`config.mk`:
```
export PLATFORM = sky130hd
export DESIGN_NAME = ofb_pt_serializer
export DESIGN_NICKNAME = d
export VERILOG_FILES = /design/src/rtl/ofb_pt_serializer_pkg.sv /design/src/rtl/ofb_blk_fifo.sv /design/src/rtl/ofb_pt_serializer.sv
export SDC_FILE = /design/constraint.sdc
export NUM_CORES = 1
export LEC_CHECK = 0
export BUFFER_PORTS_ARGS = -buffer_cell sky130_fd_sc_hd__buf_2
export CAP_MARGIN = 20
export CORE_MARGIN = 2
export CORE_UTILIZATION = 43
export CTS_CLUSTER_DIAMETER = 50
export CTS_CLUSTER_SIZE = 30
export DETAILED_ROUTE_END_ITERATION = 12
export PLACE_DENSITY = 0.65
export REMOVE_ABC_BUFFERS = 1
export SLEW_MARGIN = 20
export SYNTH_ARGS = -nofsm -noshare
export SYNTH_HDL_FRONTEND = slang
export SYNTH_SLANG_ARGS = --single-unit
```
`constraint.sdc`:
```
create_clock -name clk -period 4.5 [get_ports clk]
set_clock_uncertainty 0.1 [all_clocks]
set_input_delay 1.35 -clock clk [delete_from_list [all_inputs] [get_ports clk]]
set_output_delay 1.35 -clock clk [all_outputs]
set_load 0.02 [all_outputs]
```
`src/rtl/ofb_pt_serializer_pkg.sv`:
```
// Shared widths, FIFO entry layout and FSM encodings for the OFB plaintext serializer.
package ofb_pt_serializer_pkg;

  localparam int BLK_W   = 128;
  localparam int BYTE_W  = 8;
  localparam int NB_W    = 5;
  localparam int ENTRY_W = BLK_W + 1 + NB_W;

  localparam logic [0:0] S_IDLE = 1'b0;
  localparam logic [0:0] S_SEND = 1'b1;

  localparam logic [NB_W-1:0] NB_FULL = 5'd16;

  typedef struct packed {
    logic [BLK_W-1:0] data;
    logic             last;
    logic [NB_W-1:0]  nbytes;
  } fifo_entry_t;

  function automatic fifo_entry_t make_entry(input logic [BLK_W-1:0] data,
                                             input logic             last,
                                             input logic [NB_W-1:0]  nbytes);
    fifo_entry_t e;
    e.data   = data;
    e.last   = last;
    e.nbytes = nbytes;
    return e;
  endfunction

endpackage

```
`src/rtl/ofb_blk_fifo.sv`:
```
// DEPTH-entry synchronous block FIFO; a push while full is taken only alongside a pop.
module ofb_blk_fifo
  import ofb_pt_serializer_pkg::*;
#(
  parameter int DEPTH = 2,
  parameter int AW    = 1
) (
  input  logic               clk,
  input  logic               rst_n,
  input  logic               clr,
  input  logic               push,
  input  logic [ENTRY_W-1:0] wr_data,
  input  logic               pop,
  output logic [ENTRY_W-1:0] rd_data,
  output logic               full,
  output logic               empty
);

  localparam logic [AW:0] PTR_ONE = {{AW{1'b0}}, 1'b1};

  logic [AW:0]        wr_ptr_q, wr_ptr_d;
  logic [AW:0]        rd_ptr_q, rd_ptr_d;
  logic [ENTRY_W-1:0] mem_q [DEPTH];
  logic [ENTRY_W-1:0] mem_d [DEPTH];
  logic               do_push;
  logic               do_pop;

  assign empty   = (wr_ptr_q == rd_ptr_q);
  assign full    = (wr_ptr_q[AW] != rd_ptr_q[AW]) && (wr_ptr_q[AW-1:0] == rd_ptr_q[AW-1:0]);
  assign rd_data = mem_q[rd_ptr_q[AW-1:0]];

  // Next pointers and storage contents.
  always_comb begin
    do_pop   = pop && !empty;
    do_push  = push && (!full || do_pop);
    mem_d    = mem_q;
    wr_ptr_d = wr_ptr_q;
    rd_ptr_d = rd_ptr_q;
    if (clr) begin
      wr_ptr_d = '0;
      rd_ptr_d = '0;
    end else begin
      if (do_push) begin
        mem_d[wr_ptr_q[AW-1:0]] = wr_data;
        wr_ptr_d                = wr_ptr_q + PTR_ONE;
      end else begin
        wr_ptr_d = wr_ptr_q;
      end
      if (do_pop) begin
        rd_ptr_d = rd_ptr_q + PTR_ONE;
      end else begin
        rd_ptr_d = rd_ptr_q;
      end
    end
  end

  // Pointer and storage registers.
  always_ff @(posedge clk or negedge rst_n) begin
    if (!rst_n) begin
      wr_ptr_q <= '0;
      rd_ptr_q <= '0;
      for (int i = 0; i < DEPTH; i++) begin
        mem_q[i] <= '0;
      end
    end else begin
      wr_ptr_q <= wr_ptr_d;
      rd_ptr_q <= rd_ptr_d;
      mem_q    <= mem_d;
    end
  end

endmodule

```
`src/rtl/ofb_pt_serializer.sv`:
```
// OFB plaintext serializer: buffers decrypted 128-bit blocks and streams them MSB byte first.
// Build macro PKCS7_STRIP_EN enables PKCS#7 pad stripping/checking on last blocks.
module ofb_pt_serializer
  import ofb_pt_serializer_pkg::*;
#(
  parameter int DEPTH = 2,
  parameter int AW    = 1
) (
  input  logic             clk,
  input  logic             rst_n,
  input  logic             clr,
  input  logic             blk_valid,
  input  logic [BLK_W-1:0] blk_data,
  input  logic             blk_last,
  output logic [BYTE_W-1:0] m_data,
  output logic             m_valid,
  input  logic             m_ready,
  output logic             m_last,
  output logic             msg_done,
  output logic             overflow,
  output logic             pad_err
);

  logic [0:0]         state_q, state_d;
  logic [BLK_W-1:0]   shift_q, shift_d;
  logic [NB_W-1:0]    cnt_q, cnt_d;
  logic [NB_W-1:0]    nbytes_in;
  logic               last_q, last_d;
  logic               m_last_q, m_last_d;
  logic               msg_done_q, msg_done_d;
  logic               overflow_q, overflow_d;
  logic               accept;
  logic               push;
  logic               pop;
  logic               fifo_full;
  logic               fifo_empty;
  logic [ENTRY_W-1:0] fifo_wr_data;
  logic [ENTRY_W-1:0] fifo_rd_data;
  fifo_entry_t        head;

  assign head         = fifo_rd_data;
  assign fifo_wr_data = make_entry(blk_data, blk_last, nbytes_in);

  ofb_blk_fifo #(
    .DEPTH (DEPTH),
    .AW    (AW)
  ) u_fifo (
    .clk     (clk),
    .rst_n   (rst_n),
    .clr     (clr),
    .push    (push),
    .wr_data (fifo_wr_data),
    .pop     (pop),
    .rd_data (fifo_rd_data),
    .full    (fifo_full),
    .empty   (fifo_empty)
  );

`ifdef PKCS7_STRIP_EN
  logic [BYTE_W-1:0] pad;
  logic              pad_ok;
  logic              pad_err_q, pad_err_d;

  // PKCS#7 trailer check on the incoming block; only last blocks are ever stripped.
  always_comb begin
    pad    = blk_data[BYTE_W-1:0];
    pad_ok = (pad >= 8'd1) && (pad <= 8'd16);
    for (int i = 0; i < 16; i++) begin
      pad_ok = pad_ok && !((8'(i) < pad) && (blk_data[i*BYTE_W +: BYTE_W] != pad));
    end
    if (blk_last && pad_ok) begin
      nbytes_in = NB_FULL - pad[NB_W-1:0];
    end else begin
      nbytes_in = NB_FULL;
    end
    if (clr) begin
      pad_err_d = 1'b0;
    end else if (push && blk_last && !pad_ok) begin
      pad_err_d = 1'b1;
    end else begin
      pad_err_d = pad_err_q;
    end
  end

  // Sticky pad error flag.
  always_ff @(posedge clk or negedge rst_n) begin
    if (!rst_n) begin
      pad_err_q <= 1'b0;
    end else begin
      pad_err_q <= pad_err_d;
    end
  end

  assign pad_err = pad_err_q;
`else
  assign nbytes_in = NB_FULL;
  assign pad_err   = 1'b0;
`endif

  // Block FSM: load from FIFO, shift bytes out, chain the next block without a bubble.
  always_comb begin
    accept     = (state_q == S_SEND) && m_ready;
    state_d    = state_q;
    shift_d    = shift_q;
    cnt_d      = cnt_q;
    last_d     = last_q;
    msg_done_d = 1'b0;
    pop        = 1'b0;
    if (clr) begin
      state_d = S_IDLE;
      shift_d = '0;
      cnt_d   = '0;
      last_d  = 1'b0;
    end else begin
      case (state_q)
        S_IDLE: begin
          if (!fifo_empty) begin
            pop = 1'b1;
            if (head.nbytes == 5'd0) begin
              // Fully stripped block: nothing to emit, only the message boundary.
              msg_done_d = head.last;
            end else begin
              state_d = S_SEND;
              shift_d = head.data;
              cnt_d   = head.nbytes;
              last_d  = head.last;
            end
          end else begin
            state_d = S_IDLE;
          end
        end
        S_SEND: begin
          if (accept) begin
            shift_d = {shift_q[BLK_W-BYTE_W-1:0], {BYTE_W{1'b0}}};
            cnt_d   = cnt_q - 5'd1;
            if (cnt_q == 5'd1) begin
              msg_done_d = last_q;
              if (!fifo_empty && (head.nbytes != 5'd0)) begin
                pop     = 1'b1;
                shift_d = head.data;
                cnt_d   = head.nbytes;
                last_d  = head.last;
              end else begin
                state_d = S_IDLE;
              end
            end else begin
              state_d = S_SEND;
            end
          end else begin
            state_d = S_SEND;
          end
        end
        default: begin
          state_d = S_IDLE;
        end
      endcase
    end

    push     = blk_valid && !clr && (!fifo_full || pop);
    m_last_d = (state_d == S_SEND) && (cnt_d == 5'd1) && last_d;
    if (clr) begin
      overflow_d = 1'b0;
    end else if (blk_valid && fifo_full && !pop) begin
      overflow_d = 1'b1;
    end else begin
      overflow_d = overflow_q;
    end
  end

  // FSM, datapath and output flag registers.
  always_ff @(posedge clk or negedge rst_n) begin
    if (!rst_n) begin
      state_q    <= S_IDLE;
      shift_q    <= '0;
      cnt_q      <= '0;
      last_q     <= 1'b0;
      m_last_q   <= 1'b0;
      msg_done_q <= 1'b0;
      overflow_q <= 1'b0;
    end else begin
      state_q    <= state_d;
      shift_q    <= shift_d;
      cnt_q      <= cnt_d;
      last_q     <= last_d;
      m_last_q   <= m_last_d;
      msg_done_q <= msg_done_d;
      overflow_q <= overflow_d;
    end
  end

  assign m_valid  = (state_q == S_SEND);
  assign m_data   = shift_q[BLK_W-1:BLK_W-BYTE_W];
  assign m_last   = m_last_q;
  assign msg_done = msg_done_q;
  assign overflow = overflow_q;

endmodule

```
==> impl_metrics.env <==
export IMPL_netlist_top_cells_count="dfrtp_1 (402), mux2_2 (160), a21oi_1 (131)"
export IMPL_route_detailed_drc=0
export IMPL_antenna_found_initial=0
export IMPL_setup_repair_after_global_routing_missed_its_margin="false"
export IMPL_timing_hold_worst_start="u_fifo.mem_q[4]$_DFFE_PN0P_"
export IMPL_synth_flop_cell="dfrtp_1"
export IMPL_timing_critical_path_to_type="flop"
export IMPL_chipHeight_um=211
export IMPL_r2r_start="u_fifo.rd_ptr_q[0]$_DFFE_PN0P_"
export IMPL_globalRouteTotalUtil=0.191
export IMPL_die_width_um=211
export IMPL_maxSlewHeadroom=0.313
export IMPL_final_critical_delay_including_setup_and_external_delays_ns=3.32
export IMPL_flop_and_latch_count_out_of_synthesis=402
export IMPL_cts_max_level=2
export IMPL_timing_critical_path_from_type="flop"
export IMPL_crit_fanout=50
export IMPL_grt_max_degree=121
export IMPL_finalCritPeriodShare=0.737
export IMPL_fillers=3784
export IMPL_wl_mm=41.7
export IMPL_setup_viol=0
export IMPL_detail_routed_net_length_per_standard_cell_um=19.4
export IMPL_cts_setup_buffers=0
export IMPL_cts_buffer_depth=3
export IMPL_detail_route_first_pass_iterations=5
export IMPL_count_of_cells_along_the_worst_register_to_register_path=7
export IMPL_layout_cell_area_non_filler_um2=21000
export IMPL_yosysSeqAreaShare=0.546
export IMPL_ys_warn_count=0
export IMPL_placement_io_buffers=145
export IMPL_placedInstanceArea_um2=19600
export IMPL_cts_clk_slew_worst_paths_ns=0.07
export IMPL_area_growth_pct=14.1
export IMPL_crit_arrival_ns=3.65
export IMPL_postCtsHoldBufs=0
export IMPL_worstSetupPathType="reg -> reg"
export IMPL_ff2ff_setup_slack_ns=1.18
export IMPL_fin_nets=1715
export IMPL_hold_path_depth=2
export IMPL_yosys_cell_types_count=42
export IMPL_antenna_cells_inserted=0
export IMPL_instances_no_fill=2149
export IMPL_final_setup_tns_ns=0
export IMPL_synth_enable_flop_cells=0
export IMPL_grt_ovfl_total=0
export IMPL_dr_total_vias=12000
export IMPL_max_cap_violations=0
export IMPL_post_cts_resized=0
export IMPL_initial_core_util=0.437
export IMPL_num_rows=75
export IMPL_yosysTopAreaCell="dfrtp_1"
export IMPL_hpwlAfterDp_mm=23.3
export IMPL_synth_top_area_share=0.546
export IMPL_core_region_area_um2=42100
export IMPL_cts_buffers=43
export IMPL_post_synth_top_count_cell="dfrtp_1"
export IMPL_routed_via_density=5.59
export IMPL_cell_total_after_placement=2073
export IMPL_worst_skew_pair_later_pin_latency_ns=0.57
export IMPL_drv_slew=0
export IMPL_timing_critical_path_required_ns=4.83
export IMPL_wire_length_of_the_first_global_routing_pass_mm=67.6
export IMPL_worst_slew_pin_transition_ns=1.03
export IMPL_layout_cells_sized_above_1=0.316
export IMPL_total_power_per_unit_cell_area_nw_per_um2=661
export IMPL_cts_sinks=402
export IMPL_synthTopCellsByArea="dfrtp_1 (55%), mux2_2 (9.8%), mux2_4 (8.1%)"
export IMPL_synth_area_um2=18400
export IMPL_timing_fmax_mhz=301
export IMPL_status="complete, no violations"
export IMPL_finalWeightedCongestion=0.778
export IMPL_worst_ir_drop_vdd_mv=0.452
export IMPL_first_global_vias=12300
export IMPL_cellLeakagePower_nw=9.19
export IMPL_timing_hold_worst_class="reg -> reg"
export IMPL_syn_avg_cell_area_um2=12.3
export IMPL_die_area_um2=44500
export IMPL_finalHoldViolations=0
export IMPL_drt_first_iter_violations=729
export IMPL_r2r_end="u_fifo.mem_q[216]$_DFFE_PN0P_"
export IMPL_drt_antenna_violating_nets=0
export IMPL_whs_endpoint="u_fifo.mem_q[4]$_DFFE_PN0P_"
export IMPL_synthCells=1503
export IMPL_clk_root_buffer_cell="clkbuf_16"
export IMPL_design_portCount=147
export IMPL_tritoncts_clock_tree="done"
export IMPL_async_reset_ff_frac=1.00
[worst max-delay path, stage by stage, from the launching register on]
cell      delay, ns
dfrtp_4        0.85
nand2_1        0.12
a21o_1         0.27
a211oi_4       0.42
o21ai_1        0.18
or3_4          0.37
buf_4          0.38
mux2_4         0.41
[state kept, by name (all words and copies together), names as in the netlist]
register	count
u_fifo.wr_ptr_q	2
shift_q	128
last_q	1
m_valid	1
u_fifo.mem_q	260
overflow	1
msg_done	1
u_fifo.rd_ptr_q	2
cnt_q	5
m_last	1
[through the flow]
step                hold slack (ns)  setup WS [ns]  power (mW)   util
floorplan                     0.340          -7.67        9.26      -
global placement              0.359          0.853        10.2  0.464
detailed placement            0.365          0.800        10.4  0.464
CTS                           0.385           1.17        14.1  0.499
global route                  0.415           1.01        14.8  0.499
finish                        0.382           1.18        13.9  0.499
[cell families after synthesis]
logic type	after synthesis	share of synthesized area
flip-flops	402	0.546
AO/OA/AOI/OAI	395	0.128
multiplexers	387	0.248
AND/OR/NAND/NOR	167	0.0372
buffers and inverters	143	0.0364
XOR/XNOR	6	0.00285
adder cells (fa/ha/maj)	2	0.00136
other	1	0.000204
[cell type report]
cell class              instances  area, um^2  share of cell area
inverters                       6        25.0             0.00119
repair buffers                168        1040              0.0495
clock buffers                  53        1210              0.0574
flip-flops and latches        402       10100               0.479
clock inverters                23         254              0.0121
multi-input cells             958        7750               0.369
well taps                     539         674              0.0321
[worst max-delay path by stage]
| stage | endpoint | slack, ns | cells past startpoint | startpoint |
|---|---|---|---|---|
| detailed placement | u_fifo.mem_q[205]$_DFFE_PN0P_ | 0.80 | 7 | m_ready |
| floorplan | u_fifo.mem_q[100]$_DFFE_PN0P_ | -7.67 | 5 | u_fifo.rd_ptr_q[0]$_DFFE_PN0P_ |
| global placement | u_fifo.mem_q[221]$_DFFE_PN0P_ | 0.85 | 7 | m_ready |
| global route | shift_q[80]$_DFFE_PN0P_ | 1.01 | 7 | u_fifo.rd_ptr_q[0]$_DFFE_PN0P_ |
| finish | u_fifo.mem_q[216]$_DFFE_PN0P_ | 1.18 | 7 | u_fifo.rd_ptr_q[0]$_DFFE_PN0P_ |
| CTS | u_fifo.mem_q[165]$_DFFE_PN0P_ | 1.17 | 7 | u_fifo.rd_ptr_q[0]$_DFFE_PN0P_ |
[routing by layer]
layer  vias to the layer above  track usage  wire, um
li1                       5578            -         -
met3                        45       0.0281      1440
met1                      6172        0.272     20100
met2                       218        0.305     19500
met4                         0       0.0532       697
met5                         -            0         0
[placed cells by master (no fill, tap or decap), drive strengths merged, types with 8 or more instances in the layout]
cell type	count
mux2i	128
nand3	8
inv	14
buf	168
mux2	259
o2bb2ai	8
clkbuf	53
clkinv	9
nand2	129
o21ai	126
dfrtp	402
o211ai	120
nor2	13
a21oi	131
[where the power goes]
group / leakage [nW] / internal, mW / switching, mW
Combinational: 3.50 / 2.07 / 2.38
Sequential: 4.98 / 5.02 / 0.812
Clock: 0.706 / 2.07 / 1.56
Total: 9.19 / 9.15 / 4.75
No activity file was read; power rests on OpenSTA's default activity.
